**config.mk**
```make
export PLATFORM = sky130hd
export DESIGN_NAME = pll_md_sequencer
export DESIGN_NICKNAME = d
export VERILOG_FILES = /design/src/rtl/pll_md_sequencer.sv
export SDC_FILE = /design/constraint.sdc
export NUM_CORES = 1
export LEC_CHECK = 0
export ABC_AREA = 1
export BUFFER_PORTS_ARGS = -buffer_cell sky130_fd_sc_hd__buf_2
export CAP_MARGIN = 5
export CORE_MARGIN = 8
export CORE_UTILIZATION = 63
export CTS_CLUSTER_SIZE = 20
export DETAILED_ROUTE_END_ITERATION = 16
export HOLD_SLACK_MARGIN = 0.06
export PLACE_DENSITY = 0.91
export SETUP_SLACK_MARGIN = 0.1
export SLEW_MARGIN = 30
export SYNTH_ARGS = -nofsm -noshare
export SYNTH_HDL_FRONTEND = slang
export SYNTH_SLANG_ARGS = --single-unit
```
**constraint.sdc**
```tcl
create_clock -name i_mdclk -period 5.5 [get_ports i_mdclk]
set_input_delay 0.55 -clock i_mdclk [delete_from_list [all_inputs] [get_ports i_mdclk]]
set_output_delay 0.55 -clock i_mdclk [all_outputs]
set_load 0.01 [all_outputs]
```
**src/rtl/pll_md_sequencer.sv**
```systemverilog
// -----------------------------------------------------------------------------
// pll_md_sequencer
//   Brings the PLL up and reconfigures it at runtime through the MD port.
//   The PLL is held in reset while the three divider registers (feedback,
//   input, output) are written with a WRITE / auto-increment pair each. Reset
//   is then released, and lock is qualified with a debounce counter and a
//   timeout. A timeout triggers a retry, and FAIL is entered once the retry
//   budget is used up. System logic changes the multiplier with a level
//   request and ack handshake.
//
// Ports
//   i_mdclk        sole clock, rising edge
//   i_reset        asynchronous, active-high reset
//   i_pll_lock     raw PLL lock (asynchronous to i_mdclk)
//   o_pll_rst      PLL reset, active-high
//   o_md_opc       MD opcode: 00 NOP, 01 WRITE
//   o_md_ainc      MD address auto-increment strobe
//   o_md_wdi       MD write data
//   i_md_rdo       MD read data (reserved, unused)
//   i_reconf_req   level request to reprogram the multiplier (held until ack)
//   i_reconf_mult  requested multiplier minus 1
//   o_reconf_ack   one-cycle pulse when a request is consumed
//   o_lock         qualified lock
//   o_busy         high in every state except LOCKED and FAIL
//   o_fail         high in FAIL
//   o_retry_cnt    timeouts since the last successful lock
// -----------------------------------------------------------------------------
module pll_md_sequencer #(
  parameter int MULTI_FAC    = 30,
  parameter int IDIV         = 1,
  parameter int ODIV         = 2,
  parameter int RST_CYCLES   = 16,
  parameter int LOCK_STABLE  = 256,
  parameter int LOCK_TIMEOUT = 65535,
  parameter int MAX_RETRY    = 3
) (
  input  logic       i_mdclk,
  input  logic       i_reset,
  input  logic       i_pll_lock,
  output logic       o_pll_rst,
  output logic [1:0] o_md_opc,
  output logic       o_md_ainc,
  output logic [7:0] o_md_wdi,
  input  logic [7:0] i_md_rdo,
  input  logic       i_reconf_req,
  input  logic [7:0] i_reconf_mult,
  output logic       o_reconf_ack,
  output logic       o_lock,
  output logic       o_busy,
  output logic       o_fail,
  output logic [1:0] o_retry_cnt
);

  localparam int RCW = (RST_CYCLES   > 1) ? $clog2(RST_CYCLES)       : 1;
  localparam int SW  = $clog2(LOCK_STABLE + 1);
  localparam int TW  = $clog2(LOCK_TIMEOUT + 1);

  localparam logic [RCW-1:0] RST_LAST  = RCW'(RST_CYCLES - 1);
  localparam logic [SW-1:0]  STAB_MAX  = SW'(LOCK_STABLE);
  localparam logic [TW-1:0]  TO_MAX    = TW'(LOCK_TIMEOUT);
  localparam logic [1:0]     RETRY_MAX = 2'(MAX_RETRY);
  localparam logic [7:0]     MULT_INIT = 8'(MULTI_FAC - 1);
  localparam logic [7:0]     IDIV_M1   = 8'(IDIV - 1);
  localparam logic [7:0]     ODIV_M1   = 8'(ODIV - 1);

  typedef enum logic [2:0] {
    S_RST_HOLD  = 3'd0,
    S_CFG_WR    = 3'd1,
    S_CFG_INC   = 3'd2,
    S_RELEASE   = 3'd3,
    S_WAIT_LOCK = 3'd4,
    S_LOCKED    = 3'd5,
    S_FAIL      = 3'd6
  } state_t;

  state_t         r_state, w_state_next;
  logic [1:0]     r_idx, w_idx_next;
  logic [RCW-1:0] r_rst_cnt, w_rst_cnt_next;
  logic [SW-1:0]  r_stab_cnt, w_stab_cnt_next, w_stab_inc;
  logic [TW-1:0]  r_to_cnt, w_to_cnt_next, w_to_inc;
  logic [7:0]     r_mult, w_mult_next;
  logic [1:0]     r_retry, w_retry_next;
  logic           w_take_req;
  logic           r_sync1, r_lock_s;

  // Registered outputs and the values they load on the next edge
  logic           r_pll_rst, w_pll_rst_next;
  logic [1:0]     r_md_opc, w_md_opc_next;
  logic           r_md_ainc, w_md_ainc_next;
  logic [7:0]     r_md_wdi, w_md_wdi_next;
  logic           r_ack, w_ack_next;
  logic           r_lock, w_lock_next;
  logic           r_busy, w_busy_next;
  logic           r_fail, w_fail_next;
  logic [7:0]     w_cfg_data;

  // Read data is a reserved input; it only feeds this sink.
  logic w_md_rdo_unused;
  assign w_md_rdo_unused = ^i_md_rdo;

  // State register: FSM state, datapath counters, lock synchronizer, outputs
  always_ff @(posedge i_mdclk or posedge i_reset) begin
    if (i_reset) begin
      r_state    <= S_RST_HOLD;
      r_idx      <= 2'd0;
      r_rst_cnt  <= '0;
      r_stab_cnt <= '0;
      r_to_cnt   <= '0;
      r_mult     <= MULT_INIT;
      r_retry    <= 2'd0;
      r_sync1    <= 1'b0;
      r_lock_s   <= 1'b0;
      r_pll_rst  <= 1'b1;
      r_md_opc   <= 2'b00;
      r_md_ainc  <= 1'b0;
      r_md_wdi   <= 8'h00;
      r_ack      <= 1'b0;
      r_lock     <= 1'b0;
      r_busy     <= 1'b1;
      r_fail     <= 1'b0;
    end else begin
      r_state    <= w_state_next;
      r_idx      <= w_idx_next;
      r_rst_cnt  <= w_rst_cnt_next;
      r_stab_cnt <= w_stab_cnt_next;
      r_to_cnt   <= w_to_cnt_next;
      r_mult     <= w_mult_next;
      r_retry    <= w_retry_next;
      r_sync1    <= i_pll_lock;
      r_lock_s   <= r_sync1;
      r_pll_rst  <= w_pll_rst_next;
      r_md_opc   <= w_md_opc_next;
      r_md_ainc  <= w_md_ainc_next;
      r_md_wdi   <= w_md_wdi_next;
      r_ack      <= w_ack_next;
      r_lock     <= w_lock_next;
      r_busy     <= w_busy_next;
      r_fail     <= w_fail_next;
    end
  end

  assign w_stab_inc = r_stab_cnt + SW'(1);
  assign w_to_inc   = r_to_cnt + TW'(1);

  // Next-state logic
  always_comb begin
    w_state_next    = r_state;
    w_idx_next      = r_idx;
    w_rst_cnt_next  = r_rst_cnt;
    w_stab_cnt_next = r_stab_cnt;
    w_to_cnt_next   = r_to_cnt;
    w_mult_next     = r_mult;
    w_retry_next    = r_retry;
    w_take_req      = 1'b0;
    case (r_state)
      S_RST_HOLD: begin
        // The PLL clears its MD address pointer while in reset, so every
        // programming pass starts at address 0.
        if (r_rst_cnt == RST_LAST) begin
          w_rst_cnt_next = '0;
          w_idx_next     = 2'd0;
          w_state_next   = S_CFG_WR;
        end else begin
          w_rst_cnt_next = r_rst_cnt + RCW'(1);
        end
      end
      S_CFG_WR: w_state_next = S_CFG_INC;
      S_CFG_INC: begin
        if (r_idx == 2'd2) begin
          w_state_next = S_RELEASE;
        end else begin
          w_idx_next   = r_idx + 2'd1;
          w_state_next = S_CFG_WR;
        end
      end
      S_RELEASE: begin
        w_stab_cnt_next = '0;
        w_to_cnt_next   = '0;
        w_state_next    = S_WAIT_LOCK;
      end
      S_WAIT_LOCK: begin
        w_stab_cnt_next = r_lock_s ? w_stab_inc : '0;
        w_to_cnt_next   = w_to_inc;
        // Lock qualification is tested first so it wins a tie with timeout.
        if (r_lock_s && (w_stab_inc == STAB_MAX)) begin
          w_retry_next = 2'd0;
          w_state_next = S_LOCKED;
        end else if (w_to_inc == TO_MAX) begin
          if (r_retry < RETRY_MAX) begin
            w_retry_next = r_retry + 2'd1;
            w_state_next = S_RST_HOLD;
          end else begin
            w_state_next = S_FAIL;
          end
        end
      end
      S_LOCKED: begin
        // Lock loss takes priority; a concurrent request stays pending.
        if (!r_lock_s) begin
          w_state_next = S_RST_HOLD;
        end else if (i_reconf_req) begin
          w_take_req   = 1'b1;
          w_mult_next  = i_reconf_mult;
          w_state_next = S_RST_HOLD;
        end
      end
      S_FAIL: begin
        if (i_reconf_req) begin
          w_take_req   = 1'b1;
          w_mult_next  = i_reconf_mult;
          w_retry_next = 2'd0;
          w_state_next = S_RST_HOLD;
        end
      end
      default: w_state_next = S_RST_HOLD;
    endcase
  end

  // Divider table entry addressed by the index used in the next cycle
  always_comb begin
    case (w_idx_next)
      2'd0:    w_cfg_data = r_mult;
      2'd1:    w_cfg_data = IDIV_M1;
      2'd2:    w_cfg_data = ODIV_M1;
      default: w_cfg_data = r_mult;
    endcase
  end

  // Output logic: decoded from the upcoming state, so the registered outputs
  // line up with the state they belong to.
  always_comb begin
    w_pll_rst_next = 1'b0;
    w_md_opc_next  = 2'b00;
    w_md_ainc_next = 1'b0;
    w_md_wdi_next  = r_md_wdi;
    w_ack_next     = w_take_req;
    w_lock_next    = 1'b0;
    w_busy_next    = 1'b1;
    w_fail_next    = 1'b0;
    case (w_state_next)
      S_RST_HOLD: w_pll_rst_next = 1'b1;
      S_CFG_WR: begin
        w_pll_rst_next = 1'b1;
        w_md_opc_next  = 2'b01;
        w_md_wdi_next  = w_cfg_data;
      end
      S_CFG_INC: begin
        w_pll_rst_next = 1'b1;
        w_md_ainc_next = 1'b1;
      end
      S_RELEASE, S_WAIT_LOCK: w_pll_rst_next = 1'b0;
      S_LOCKED: begin
        w_lock_next = 1'b1;
        w_busy_next = 1'b0;
      end
      S_FAIL: begin
        w_pll_rst_next = 1'b1;
        w_busy_next    = 1'b0;
        w_fail_next    = 1'b1;
      end
      default: w_pll_rst_next = 1'b1;
    endcase
  end

  assign o_pll_rst    = r_pll_rst;
  assign o_md_opc     = r_md_opc;
  assign o_md_ainc    = r_md_ainc;
  assign o_md_wdi     = r_md_wdi;
  assign o_reconf_ack = r_ack;
  assign o_lock       = r_lock;
  assign o_busy       = r_busy;
  assign o_fail       = r_fail;
  assign o_retry_cnt  = r_retry;

endmodule

```
=== Word level (Yosys, flattened, before mapping) ===
Index checks and enable logic that the tools add are counted.

* Input bits: 20
* Output and inout port bits: 18
* Bits in registers: 62
* Word-level logic and storage cells: 87

* Multiplexer cells: 33
* Reduce and logical (&&, ||, !) cells: 9
* Equal/unequal tests: 22
* $lt $le $gt $ge: 1
* Add/sub/neg operators: 5

{| class="wikitable"
|+ Operator list
! operator !! count
|-
| $pmux 16 s2 || 1
|-
| $pmux 8 s2 || 2
|-
| $pmux 3 s7 || 1
|-
| $eq 3x3->1 const B || 6
|-
| $mux 3 || 6
|-
| $pmux 9 s2 || 1
|-
| $add 16x1->16 const B || 1
|-
| $eq 16x16->1 const B || 1
|-
| $mux 8 || 2
|-
| $mux 2 || 7
|-
| $eq 3x2->1 const B || 4
|-
| $add 9x1->9 const B || 1
|-
| $eq 9x9->1 const B || 1
|-
| $mux 9 || 1
|-
| $mux 1 || 8
|-
| $pmux 2 s2 || 2
|-
| $eq 3x1->1 const B || 2
|-
| $ne 3x3->1 const B || 2
|-
| $reduce_bool 2->1 || 3
|-
| $add 2x1->2 const B || 2
|-
| $add 4x1->4 const B || 1
|-
| $eq 2x2->1 const B || 2
|-
| $eq 4x4->1 const B || 1
|-
| $mux 4 || 1
|-
| 10 further kinds || 11
|}

=== Depth between registers and ports, before layout ===
Gate-level depths: netlist of run 1.

* Word-level depth: 8
* Depth in mapped cells: 16
* Mapped depth without buffers: 16

=== Worst setup path after synthesis of run 1 ===
OpenSTA, ideal clock, no wires.

* Kind: reg2reg
* Start: register r_rst_cnt[0]
* End: register r_md_wdi[0] (netlist: o_md_wdi[0])
* Data required time: 5383 ps
* Clock period less this slack: 2213 ps
* Setup slack: 3287 ps
* Library setup time: 117 ps
* Stages on the path, launching flop included: 14
* Buffers on the path: 1
* Arrival time: 2096 ps
* Cell sequence: dfrtp_1 > ha_1 > and3_1 > inv_1 > nor2_1 > nor2_1 > inv_1 > o22ai_1 > inv_1 > ha_1 > clkbuf_1 > mux2_2 > nand2_1 > nand2_1

* Longest elaborated chain between the ends: 5
* Elaborated cells on any way between the ends: 9
* Classes of those cells: 4 x eq/ne; 5 x mux

{| class="wikitable"
|+ RTL lines
! what !! line !! source
|-
| start, declared || 78 || <nowiki>logic [RCW-1:0] r_rst_cnt, w_rst_cnt_next;</nowiki>
|-
| start signal, assigned || 124 || <nowiki>r_rst_cnt <= w_rst_cnt_next;</nowiki>
|-
| $eq 4x4->1 * || 159 || <nowiki>if (r_rst_cnt == RST_LAST) begin</nowiki>
|-
| $mux 2 * || 159 ||
|-
| $pmux 2 s2 * || 155 || <nowiki>case (r_state)</nowiki>
|-
| named net w_idx_next[0] || 77 || <nowiki>logic [1:0] r_idx, w_idx_next;</nowiki>
|-
| $eq 2x2->1 / $eq 2x1->1 (equally long branches) || 221 || <nowiki>case (w_idx_next)</nowiki>
|-
| $pmux 8 s2 * || 221 ||
|-
| end signal, assigned || 134 || <nowiki>r_md_wdi <= w_md_wdi_next;</nowiki>
|-
| end, declared || 90 || <nowiki>logic [7:0] r_md_wdi, w_md_wdi_next;</nowiki>
|}

The timed path passes the listed nets; every way through them passes the cells marked *.
A chain may end at the register's enable or synchronous reset.

=== Worst setup path in the final report of run 1 ===
* Start: register r_to_cnt[1]
* End: register r_md_wdi[7] (netlist: o_md_wdi[7])

* Longest elaborated chain between the ends: 6

{| class="wikitable"
|+ RTL lines
! what !! line !! source
|-
| start, declared || 80 || <nowiki>logic [TW-1:0] r_to_cnt, w_to_cnt_next, w_to_inc;</nowiki>
|-
| start signal, assigned || 126 || <nowiki>r_to_cnt <= w_to_cnt_next;</nowiki>
|-
| $add 16x1->16 || 143 || <nowiki>assign w_to_inc = r_to_cnt + TW'(1);</nowiki>
|-
| $eq 16x16->1 || 188 || <nowiki>end else if (w_to_inc == TO_MAX) begin</nowiki>
|-
| $mux 3 || 188 ||
|-
| $mux 3 || 185 || <nowiki>if (r_lock_s && (w_stab_inc == STAB_MAX)) begin</nowiki>
|-
| $pmux 3 s7 || 155 ||
|-
| $eq 3x1->1 || 240 || <nowiki>case (w_state_next)</nowiki>
|}

Every way passes these cells.

==> key figures, run 1 <==
Worst setup path
  • Crit-path leading delay family: simple AND/OR/NAND/NOR gates
  • Crit-path max cell delay: roughly 0.40 ns
  • CP max-delay cell: dfrtp_1
  • WS Path Type: flop to flop
  • Critical Path Start Type: flop
  • CP cell instances: ha_1 > nand3_2 > nor2_2 > nand3_2 > nand2_1 > nand2_1 > nor2_1 > nand2_1 > nor2_1 > nand3_1 > a21oi_2 > nand4_2 > nand2_1 > nand2_1
  • Critical Path End Type: flop
  • CP arrival: between 2 and 3 ns
  • CP bufs+invs: 0
  • Max Fanout on Critical Path: 11
  • Top cell by count, worst path: nand2_1
  • WP data required: between 5 and 6 ns

Detailed routing
  • Final ANT Viol Nets: 0
  • Via count: 2976
  • Number of DRC markers in iteration 0: 207
  • Detailed Routing Iterations Pass 1: 5
  • DRC Markers: 0
  • Final wirelength: 7070 um
  • Vias per cell: 5.35
  • Routed WL per cell: about 13 um

Floorplan
  • Initial Util: 65.7%
  • Ports: 38
  • Core area: 0.00514 mm^2
  • Die W: 89.2 um
  • Die Ht: 89.2 um
  • Die ar.: 0.00796 mm^2
  • Cell Rows: 26

GRT
  • Initial antenna violation count: 0
  • Largest net degree at the start of global routing: 62
  • Vias in the first global route: approximately 2.9k
  • First-pass GRT wire length: 12200 um
  • Total grt overflow: 0
  • Total GRT Usage: between 10% and 20%

Power and ir drop
  • PwrDens: roughly 230 mW/mm^2
  • LEAKAGE: ~2 nW
  • Max VDD drop: roughly 0.16 mV
  • Total power: 864 uW

Logic synthesis
  • Post-synth top cells: nand2_1, inv_1, dfrtp_1
  • Top cells by area, synth: dfrtp_1, nand2_1, inv_1
  • Yosys top cell area share: slightly above 40%
  • Count leader, synth: nand2_1
  • Netlist cell types: 36
  • Post-synth EDFFs: 0
  • Synth Flop Type: dfrtp_1
  • Yosys warns: 0
  • Syn_nets: ~480
  • Register bit count reported by yosys: 61
  • Synth Cell Area: ~0.0034 mm^2
  • Post-synthesis sequential area ratio: 45.4%
  • Synth area leader: dfrtp_1
  • Syn Inst Count: 449
  • Post-synthesis async set-or-reset flop share: 100%
  • Post-Syn Area per Cell: 7.52 um^2

Timing
  • Slew HR: 50.6%
  • Highest clock rate: 0.391 GHz
  • Setup Skew: 0.00531 ns
  • Max Slew Vio Count: 0
  • Setup-failing EPs final: 0
  • Minimum clock period: 2.56 ns
  • Worst Tran Pin Value: 0.741 ns
  • Fin Hold WS: 0.314 ns
  • Fin crit share: 46.5%
  • RSZ-0062 raised after global routing: false
  • Final hold violations: 0
  • Post-Route Setup TNS: 0 ns

Clock tree
  • Max clock buf depth: 2
  • Clock transition at the registers of the reported paths: 0.06 ns
  • H-Tree Depth: 3
  • Cts hold-fix bufs: 0
  • Sink Count: 61
  • Post-cts sizing count: 0
  • CTS root buffer: clkbuf_8
  • TritonCTS clock tree: yes
  • Number of buffers created by CTS: 9
  • Post-CTS Setup Repair Bufs: 0
  • Worst-Skew Late Latency: 0.34 ns

Placed design
  • Post-detail-place hpwl: 5090 um
  • IO Port Bufs: 28
  • GPL Wtd Cong: around 0.90
  • Dpl cell area: 0.00359 mm^2

Final layout
  • Cell area after layout: 0.00378 mm^2
  • Area Overhead vs Synth: 11.9%
  • Area of the multi-input gates: 0.00155 mm^2
  • Total Nets Final: about 500
  • Register area: approximately 0.0015 mm^2
  • Antenna diodes: 0
  • Fill count: 382
  • Layout cells sized above 1: 14.8%

Job
  • Max-cap violations: 0

Hold path
  • Worst hold path class: primary input to flop

Outcome
  • Status: finished, final reports clean
-- sequential cells by signal, indices dropped and copies added, names as in the netlist, 2 cells and up --
register	count
r_rst_cnt	4
o_retry_cnt	2
o_md_wdi	8
r_state	3
r_mult	8
r_stab_cnt	9
r_idx	2
r_to_cnt	16
-- cell type report --
cell class                 instances  area share, %
multi-input combinational        309           40.9
sequential                        61           40.6
inverter                          73           7.25
clock buffer                      12           4.10
timing repair buffer              29           3.90
tap                               70           2.32
clock inverter                     2          0.927
-- layer usage --
layer | wire (um) | vias to the layer above | track usage [%]
li1 | - | 1479 | -
met1 | 3070 | 1373 | 22.8
met2 | 3330 | 105 | 32.3
met3 | 514 | 19 | 7.63
met4 | 155 | 0 | 7.40
met5 | 0 | - | 0
-- metrics by stage --
stage          util [%]  worst slack [ns]  std cells
2_1_floorplan         -              3.29        449
3_3_place_gp       69.7              3.04        542
3_5_place_dp       69.9              2.97        542
4_1_cts            73.6              2.95        556
5_1_grt            73.6              2.61        556
6_report           73.6              2.94        556
-- worst paths after layout --
check	start	end	slack, ns	depth (start not counted)
setup reg to reg	r_to_cnt[1]$_DFFE_PP0P_	o_md_wdi[7]$_DFFE_PP0N_	2.94	14
setup / recovery	r_to_cnt[1]$_DFFE_PP0P_	o_md_wdi[7]$_DFFE_PP0N_	2.94	14
min in group asynchronous	i_reset	r_stab_cnt[6]$_DFFE_PP0P_	0.42	3
max in group asynchronous	i_reset	r_to_cnt[4]$_DFFE_PP0P_	4.59	3
hold reg to reg	r_sync1$_DFF_PP0_	r_lock_s$_DFF_PP0_	0.36	0
hold / removal	i_pll_lock	r_sync1$_DFF_PP0_	0.31	1
-- power breakdown --
part | internal [mW] | switching, mW
Clock | 0.228 | 0.161
Combinational | 0.00629 | 0.0141
Sequential | 0.452 | 0.00267
Total | 0.686 | 0.178
-- cell usage in the layout (no fill, tap or decap), drive strengths merged, types with 2 or more instances in the layout --
cell type / n
nand2: 151
inv: 72
dfrtp: 55
nor2: 48
nand3: 34
buf: 29
o21ai: 20
o22ai: 17
nand4: 12
clkbuf: 12
ha: 9
dfstp: 6
xor2: 5
a21oi: 2
clkinv: 2
-- cell families (layout without fill, tap and decap cells) --
| group | Yosys count | count (layout) | share of synthesized area, % |
|---|---|---|---|
| XOR/XNOR | 6 | 6 | 1.56 |
| multiplexers | 2 | 2 | 0.630 |
| adder cells (fa/ha/maj) | 9 | 9 | 3.33 |
| other | 1 | 1 | 0.111 |
| flip-flops | 61 | 61 | 45.4 |
| AND/OR/NAND/NOR | 250 | 250 | 32.9 |
| buffers and inverters | 79 | 116 | 9.11 |
| AO/OA/AOI/OAI | 41 | 41 | 6.96 |
Note: power is estimated with default switching activity, not from simulation.
==> run 2, diff against run 1 <==
- ABC_AREA: 1 -> 0
- CORE_UTILIZATION: 63 -> 53
- PLACE_DENSITY: 0.91 -> 0.82
- clock period: 5.5 -> 2.2 ns (I/O delays scaled with it)
==> key figures, run 2 <==
Worst setup path
  • Crit-path leading delay family: simple AND/OR/NAND/NOR gates
  • Max Fanout on Critical Path: 4 (-7)
  • Crit-path max cell delay: 0.53 ns (+0.13 ns)
  • WP data required: 2.48 ns (-3.25 ns)
  • CP max-delay cell: or4_4
  • CP arrival: 2.51 ns (-0.27 ns)
  • Critical Path Start Type: flop
  • Critical Path End Type: flop
  • CP bufs+invs: 2 (+2)
  • CP cell instances: buf_6 > nand2_4 > or4_4 > a2111oi_4 > buf_4 > o2111ai_2 > nor3b_2 > a21oi_1
  • WS Path Type: flop to flop

Outcome
  • Status: finished with violations
  • Failing checks: negative setup slack

Floorplan
  • Initial Util: 53.8% (-12 points)
  • Die ar.: 0.00909 mm^2 (+14%)
  • Ports: 38 (unchanged)
  • Die Ht: 95.4 um (+6.9%)
  • Core area: 0.00620 mm^2 (+21%)
  • Cell Rows: 29 (+12%)
  • Die W: 95.4 um (+6.9%)

Detailed routing
  • Highest metal used: met4
  • Routed WL per cell: 15.9 um (+25%)
  • DRC Markers: 0 (unchanged)
  • Vias per cell: 6.03 (+13%)
  • Met2 WL: 3900 um (+17%)
  • Via count: 3001 (+0.84%)
  • Number of DRC markers in iteration 0: 248 (+20%)
  • Met1 WL: 3200 um (+4.5%)
  • Final wirelength: 7910 um (+12%)
  • Detailed Routing Iterations Pass 1: 5 (unchanged)
  • Final ANT Viol Nets: 0 (unchanged)
  • Met3 WL: 590 um (+15%)

Placed design
  • Setup WS pre-CTS: 0.00174 ns (-2.97 ns)
  • GPL Wtd Cong: 0.861 (-4.5%)
  • IO Port Bufs: 28 (unchanged)
  • Post-detail-place hpwl: 5090 um (about the same)

GRT
  • Vias in the first global route: 3002 (+4.1%)
  • First-pass GRT wire length: 13500 um (+11%)
  • Total grt overflow: 0 (unchanged)
  • Total GRT Usage: 18.7% (-1.0 points)
  • Largest net degree at the start of global routing: 39 (-37%)
  • Initial antenna violation count: 0 (unchanged)

Final layout
  • Area Overhead vs Synth: 24.6%
  • Largest registers: r_to_cnt: 16 flops, r_stab_cnt: 9 flops
  • Commonest cells after routing, fill and taps aside: dfrtp_1, o21ai_0, buf_4
  • Fill count: 438 (+15%)
  • Layout cells sized above 1: 30.9% (+16 points)
  • Largest register by flop count: r_to_cnt
  • Largest register FFs: 16 (unchanged)
  • Most common cell after layout, fill and taps aside: dfrtp_1
  • Util after Layout: 67.0% (-6.5 points)
  • Antenna diodes: 0 (unchanged)
  • Total Nets Final: 445 (-13%)

Power and ir drop
  • LEAKAGE: 1.84 nW (-8.5%)
  • Gate power share: 3.8% (+1.4 points)
  • Total power: 2.29 mW (+160%)
  • PwrDens: 550 mW/mm^2 (+140%)
  • Net Switching: 551 uW (+210%)
  • Switch share: 24.1% (+3.5 points)
  • Clock power share: 45.9% (+0.9 points)
  • Max VDD drop: 0.540 mV (+240%)
  • Int Pwr: 1.74 mW (+150%)
  • Reg power frac: 50.3% (-2.3 points)

Logic synthesis
  • Syn_nets: 383 (-20%)
  • Post-Syn Area per Cell: 9.43 um^2 (+25%)
  • Top cells by area, synth: dfrtp_1, o21ai_0, dfstp_2
  • Post-synth top cells: dfrtp_1, o21ai_0, nand2_1
  • Post-synthesis sequential area ratio: 46.0% (+0.54 points)
  • Synth Flop Type: dfrtp_1
  • Count leader, synth: dfrtp_1
  • Yosys warns: 0 (unchanged)
  • Synth Cell Area: 0.00334 mm^2 (-1.2%)
  • Register bit count reported by yosys: 61 (unchanged)
  • Post-synthesis async set-or-reset flop share: 100% (unchanged)
  • Synth area leader: dfrtp_1
  • Netlist cell types: 60 (+67%)
  • Post-synth EDFFs: 0 (unchanged)
  • Syn Inst Count: 354 (-21%)
  • Yosys top cell area share: 41.2% (+0.49 points)

Timing
  • Final hold violations: 0 (unchanged)
  • Minimum clock period: 2.24 ns (-0.322 ns)
  • Final worst slack: -0.0351 ns (-2.98 ns)
  • Setup-failing EPs final: 5 (+5)
  • Worst Tran Pin Value: 0.615 ns (-0.125 ns)
  • Setup Skew: 0.00961 ns (+0.00429 ns)
  • Fin crit share: 102% (+55 points)
  • RSZ-0062 raised after global routing: true
  • Highest clock rate: 0.447 GHz (+14%)
  • Max Slew Vio Count: 0 (unchanged)
  • Slew HR: 58.7% (+8.0 points)
  • Fin Hold WS: 0.0931 ns (-0.221 ns)

Clock tree
  • Sink Count: 61 (unchanged)
  • CTS root buffer: clkbuf_8
  • Clock transition at the registers of the reported paths: 0.07 ns (about the same)
  • TritonCTS clock tree: yes
  • Worst-Skew Late Latency: 0.36 ns (+0.02 ns)
  • H-Tree Depth: 3 (unchanged)
  • Number of buffers created by CTS: 9 (unchanged)
  • Max clock buf depth: 2 (unchanged)

Job
  • Max-cap violations: 0 (unchanged)

Hold path
  • Worst hold path class: primary input to flop
## run 2: logic make-up after synthesis
logic type	Yosys count	share of synthesized area [%]
other	1	0.112
flip-flops	61	46.0
AND/OR/NAND/NOR	119	19.8
multiplexers	13	4.27
XOR/XNOR	4	1.05
AO/OA/AOI/OAI	104	20.4
adder cells (fa/ha/maj)	9	3.37
buffers and inverters	43	5.10
## run 2: final timing paths
check | from | endpoint | slack (ns) | cells past startpoint
max | r_stab_cnt[6]$_DFFE_PP0P_ | r_state[2]$_DFF_PP0_ | -0.04 | 8
min | i_reconf_mult[5] | r_mult[5]$_DFFE_PP0P_ | 0.09 | 2
max reg2reg | r_stab_cnt[6]$_DFFE_PP0P_ | r_state[2]$_DFF_PP0_ | -0.04 | 8
min reg2reg | r_sync1$_DFF_PP0_ | r_lock_s$_DFF_PP0_ | 0.35 | 0
max in group asynchronous | i_reset | o_pll_rst$_DFF_PP1_ | 1.11 | 4
min in group asynchronous | i_reset | o_md_wdi[2]$_DFFE_PP0N_ | 0.45 | 3
## run 2: what timing repair did
item | CTS | global route
endpoints found under the setup margin | 14 | 32
hold buffers | 2 | 0
pin swaps | 6 | 1
endpoints found under the hold margin | 20 | 0
cloned | 1 | 0
resized for setup | 12 | 6
setup buffers | 8 | 4
## run 2: cell type report
type                       instances  area, um^2  share of cell area (%)
clock inverter                     6        71.3                    1.71
inverter                          21        78.8                    1.89
clock buffer                      10         138                    3.31
tap                               77        96.3                    2.32
sequential                        61        1540                    36.9
timing repair buffer              72         495                    11.9
multi-input combinational        251        1740                    41.9
## run 2: routing by layer
layer / vias up / GRT usage, %
li1: 1406 / -
met1: 1433 / 21.3
met2: 131 / 30.8
met3: 31 / 6.22
met4: 0 / 9.36
met5: - / 0
## run 2: stage by stage
stage               setup TNS (ns)  instance area [um^2]  std cells
detailed placement               0                  3750        467
finish                      -0.104                  4160        498
floorplan                        0                  3360        354
global placement                 0                  3750        467
global route                -0.727                  4160        498
CTS                              0                  4110        494
## run 2: power by group through the flow
stage / clock network [mW] / registers [mW] / logic [mW]
floorplan: 0 / 1.17 / 0.0502
global placement: 0 / 1.17 / 0.0819
detailed placement: 0 / 1.17 / 0.0846
CTS: 1.05 / 1.15 / 0.0894
global route: 1.10 / 1.15 / 0.100
finish: 1.05 / 1.15 / 0.0879
==> run 3, diff against run 2 <==
- CORE_UTILIZATION: 53 -> 45
- PLACE_DENSITY: 0.82 -> 0.72
- SETUP_SLACK_MARGIN: 0.1 -> 0.3
==> key figures, run 3 (same netlist as run 2, synthesis figures left out) <==
Clock tree
  • Clock transition at the registers of the reported paths: 0.07 ns (about the same)
  • Number of buffers created by CTS: 9 (unchanged)
  • Sink Count: 61 (unchanged)
  • TritonCTS clock tree: yes
  • CTS root buffer: clkbuf_8
  • Max clock buf depth: 2 (unchanged)
  • Worst-Skew Late Latency: 0.34 ns (-0.02 ns)
  • H-Tree Depth: 3 (unchanged)

Detailed routing
  • DRC Markers: 0 (unchanged)
  • Detailed Routing Iterations Pass 1: 4 (-1)
  • Final wirelength: 8100 um (+2.3%)
  • Number of DRC markers in iteration 0: 227 (-8.5%)
  • Routed WL per cell: 15.3 um (-3.7%)
  • Via count: 2955 (-1.5%)
  • Vias per cell: 5.59 (-7.3%)
  • Final ANT Viol Nets: 0 (unchanged)

Hold path
  • Hold path depth: 2 (unchanged)
  • Worst hold path class: primary input to flop
  • Hold Path Sink: r_mult[2]$_DFFE_PP1P_
  • Hold_sp: i_reconf_mult[2]

Power and ir drop
  • PwrDens: 496 mW/mm^2 (-9.7%)
  • Max VDD drop: 0.490 mV (-9.3%)
  • LEAKAGE: 1.90 nW (+3.3%)

Timing
  • Fin crit share: 103% (+1.6 points)
  • Slew HR: 57.2% (-1.5 points)
  • Worst Tran Pin Value: 0.638 ns (+0.0223 ns)
  • Setup Skew: 0.00534 ns (-0.00427 ns)
  • Setup-failing EPs final: 4 (-1)
  • Post-Route Setup TNS: -0.0929 ns (+0.0112 ns)
  • Final hold violations: 0 (unchanged)
  • Minimum clock period: 2.27 ns (+0.0358 ns)
  • Highest clock rate: 0.440 GHz (-1.6%)
  • Final worst slack: -0.0709 ns (-0.0358 ns)
  • Max Slew Vio Count: 0 (unchanged)
  • RSZ-0062 raised after global routing: true

Placed design
  • Placed Cells: 491 (+5.1%)
  • Post-detail-place hpwl: 5200 um (+2.2%)
  • GPL Wtd Cong: 0.852 (-1.1%)
  • IO Port Bufs: 28 (unchanged)

Final layout
  • Commonest cells after routing, fill and taps aside: dfrtp_1, buf_4, o21ai_0
  • Largest registers: r_to_cnt: 16 flops, r_stab_cnt: 9 flops
  • Area Overhead vs Synth: 30.7%
  • Most common cell after layout, fill and taps aside: dfrtp_1
  • Antenna diodes: 0 (unchanged)
  • Final Non-Filler Cells: 529 (+6.2%)
  • Largest register by flop count: r_to_cnt
  • Largest register FFs: 16 (unchanged)
  • Fill count: 625 (+43%)
  • Layout cells sized above 1: 37.4% (+6.6 points)
  • Total Nets Final: 454 (+2.0%)

Outcome
  • Failing checks: negative setup slack
  • Status: finished with violations

Floorplan
  • Die W: 102 um (+7.1%)
  • Initial Util: 46.3% (-7.5 points)
  • Core area: 0.00721 mm^2 (+16%)
  • Die ar.: 0.0104 mm^2 (+15%)
  • Ports: 38 (unchanged)
  • Cell Rows: 31 (+6.9%)
  • Die Ht: 102 um (+7.1%)

Worst setup path
  • WS Path Type: flop to flop
  • Critical Path Start Type: flop
  • CP cell instances: or3b_4 > o21bai_4 > a2111oi_4 > o2111ai_4 > buf_4 > a31oi_1 > mux2i_1
  • Reg2reg path depth: 7 (-1)
  • CP max-delay cell: dfrtp_1
  • R2r startpoint: r_stab_cnt[6]$_DFFE_PP0P_
  • Critical Path End Type: flop
  • Flop2flop setup slack: -0.07 ns (-0.04 ns)
  • CP arrival: 2.50 ns (about the same)
  • Crit-path max cell delay: 0.44 ns (-0.09 ns)
  • Max Fanout on Critical Path: 4 (unchanged)
  • WP data required: 2.43 ns (-0.05 ns)
  • Worst R2R End: o_retry_cnt[0]$_DFFE_PP0P_

GRT
  • Total GRT Usage: 16.2% (-2.5 points)
  • Vias in the first global route: 2855 (-4.9%)
  • First-pass GRT wire length: 13400 um (-1.3%)
  • Initial antenna violation count: 0 (unchanged)
  • Largest net degree at the start of global routing: 39 (unchanged)
  • Total grt overflow: 0 (unchanged)

Job
  • Max-cap violations: 0 (unchanged)
[run 3: cell count changes in the layout (fill, tap and decap cells not counted), moves of 6 or more]
cell / change
nand3_1: -8
nand3_2: +8
buf_4: +7
o21ai_0: -7
o21ai_1: +6
[run 3: worst max path at each step]
stage	startpoint	to	slack, ns	depth (start not counted)
after global placement	r_stab_cnt[1]$_DFFE_PP0P_	o_lock$_DFF_PP0_	0.03	7
after CTS	r_stab_cnt[7]$_DFFE_PP0P_	r_state[0]$_DFF_PP0_	0.03	7
after floorplan	r_stab_cnt[1]$_DFFE_PP0P_	r_state[0]$_DFF_PP0_	0.01	7
final	r_stab_cnt[6]$_DFFE_PP0P_	o_retry_cnt[0]$_DFFE_PP0P_	-0.07	7
after detailed placement	r_stab_cnt[1]$_DFFE_PP0P_	r_state[0]$_DFF_PP0_	0.01	7
after global routing	r_stab_cnt[6]$_DFFE_PP0P_	o_retry_cnt[0]$_DFFE_PP0P_	-0.14	7
[run 3: metal layers]
layer  track usage [%]  wire [um]  part of all wire (%)  vias to the layer above
met5                 0          0                     0                        -
met4              5.76        105                   1.3                        0
met3              5.79        400                   4.9                       10
met2              26.3       4030                    50                       73
met1              19.2       3560                    44                     1439
li1                  -          -                     -                     1433
[run 3: layout make-up]
type	count	area, um^2	area share [%]
multi-input cells	251	1870	42.8
flip-flops and latches	61	1540	35.2
repair buffers	81	571	13.1
clock buffers	10	138	3.15
well taps	99	124	2.84
inverters	21	78.8	1.81
clock inverters	6	47.5	1.09
[run 3: what timing repair did]
action / 4_1_cts / 5_1_grt
gates cloned: 1 / 0
resized for setup: 37 / 7
buffers inserted: 9 / 10
endpoints found under the hold margin: 20 / 0
endpoints found under the setup margin: 17 / 22
hold buffers: 2 / 0
pin swaps: 14 / 6
[run 3: through the flow]
step / hold slack, ns / utilization [%] / area, um^2 / setup WS, ns / total power, mW
floorplan: 0.251 / - / 3380 / 0.0126 / 1.22
global placement: 0.274 / 52.7 / 3800 / 0.0280 / 1.25
detailed placement: 0.277 / 52.7 / 3800 / 0.0106 / 1.26
CTS: 0.0821 / 58.9 / 4250 / 0.0311 / 2.20
global route: 0.0905 / 60.5 / 4360 / -0.143 / 2.26
finish: 0.102 / 60.5 / 4360 / -0.0709 / 2.17
[run 3: critical path: cells and delay by family (launching register included)]
kind / cells / cell delay (ns)
buffers and inverters: 1 / 0.19
muxes: 1 / 0.10
AOI/OAI and AO/OA: 4 / 1.00
and+or+nand+nor: 1 / 0.43
DFF: 1 / 0.44
[run 3: power by group]
| part | total (mW) | internal, mW | switching [mW] |
|---|---|---|---|
| combinational | 0.0904 | 0.0374 | 0.0530 |
| clock | 0.923 | 0.446 | 0.477 |
| sequential | 1.15 | 1.14 | 0.0136 |
| total | 2.17 | 1.62 | 0.543 |
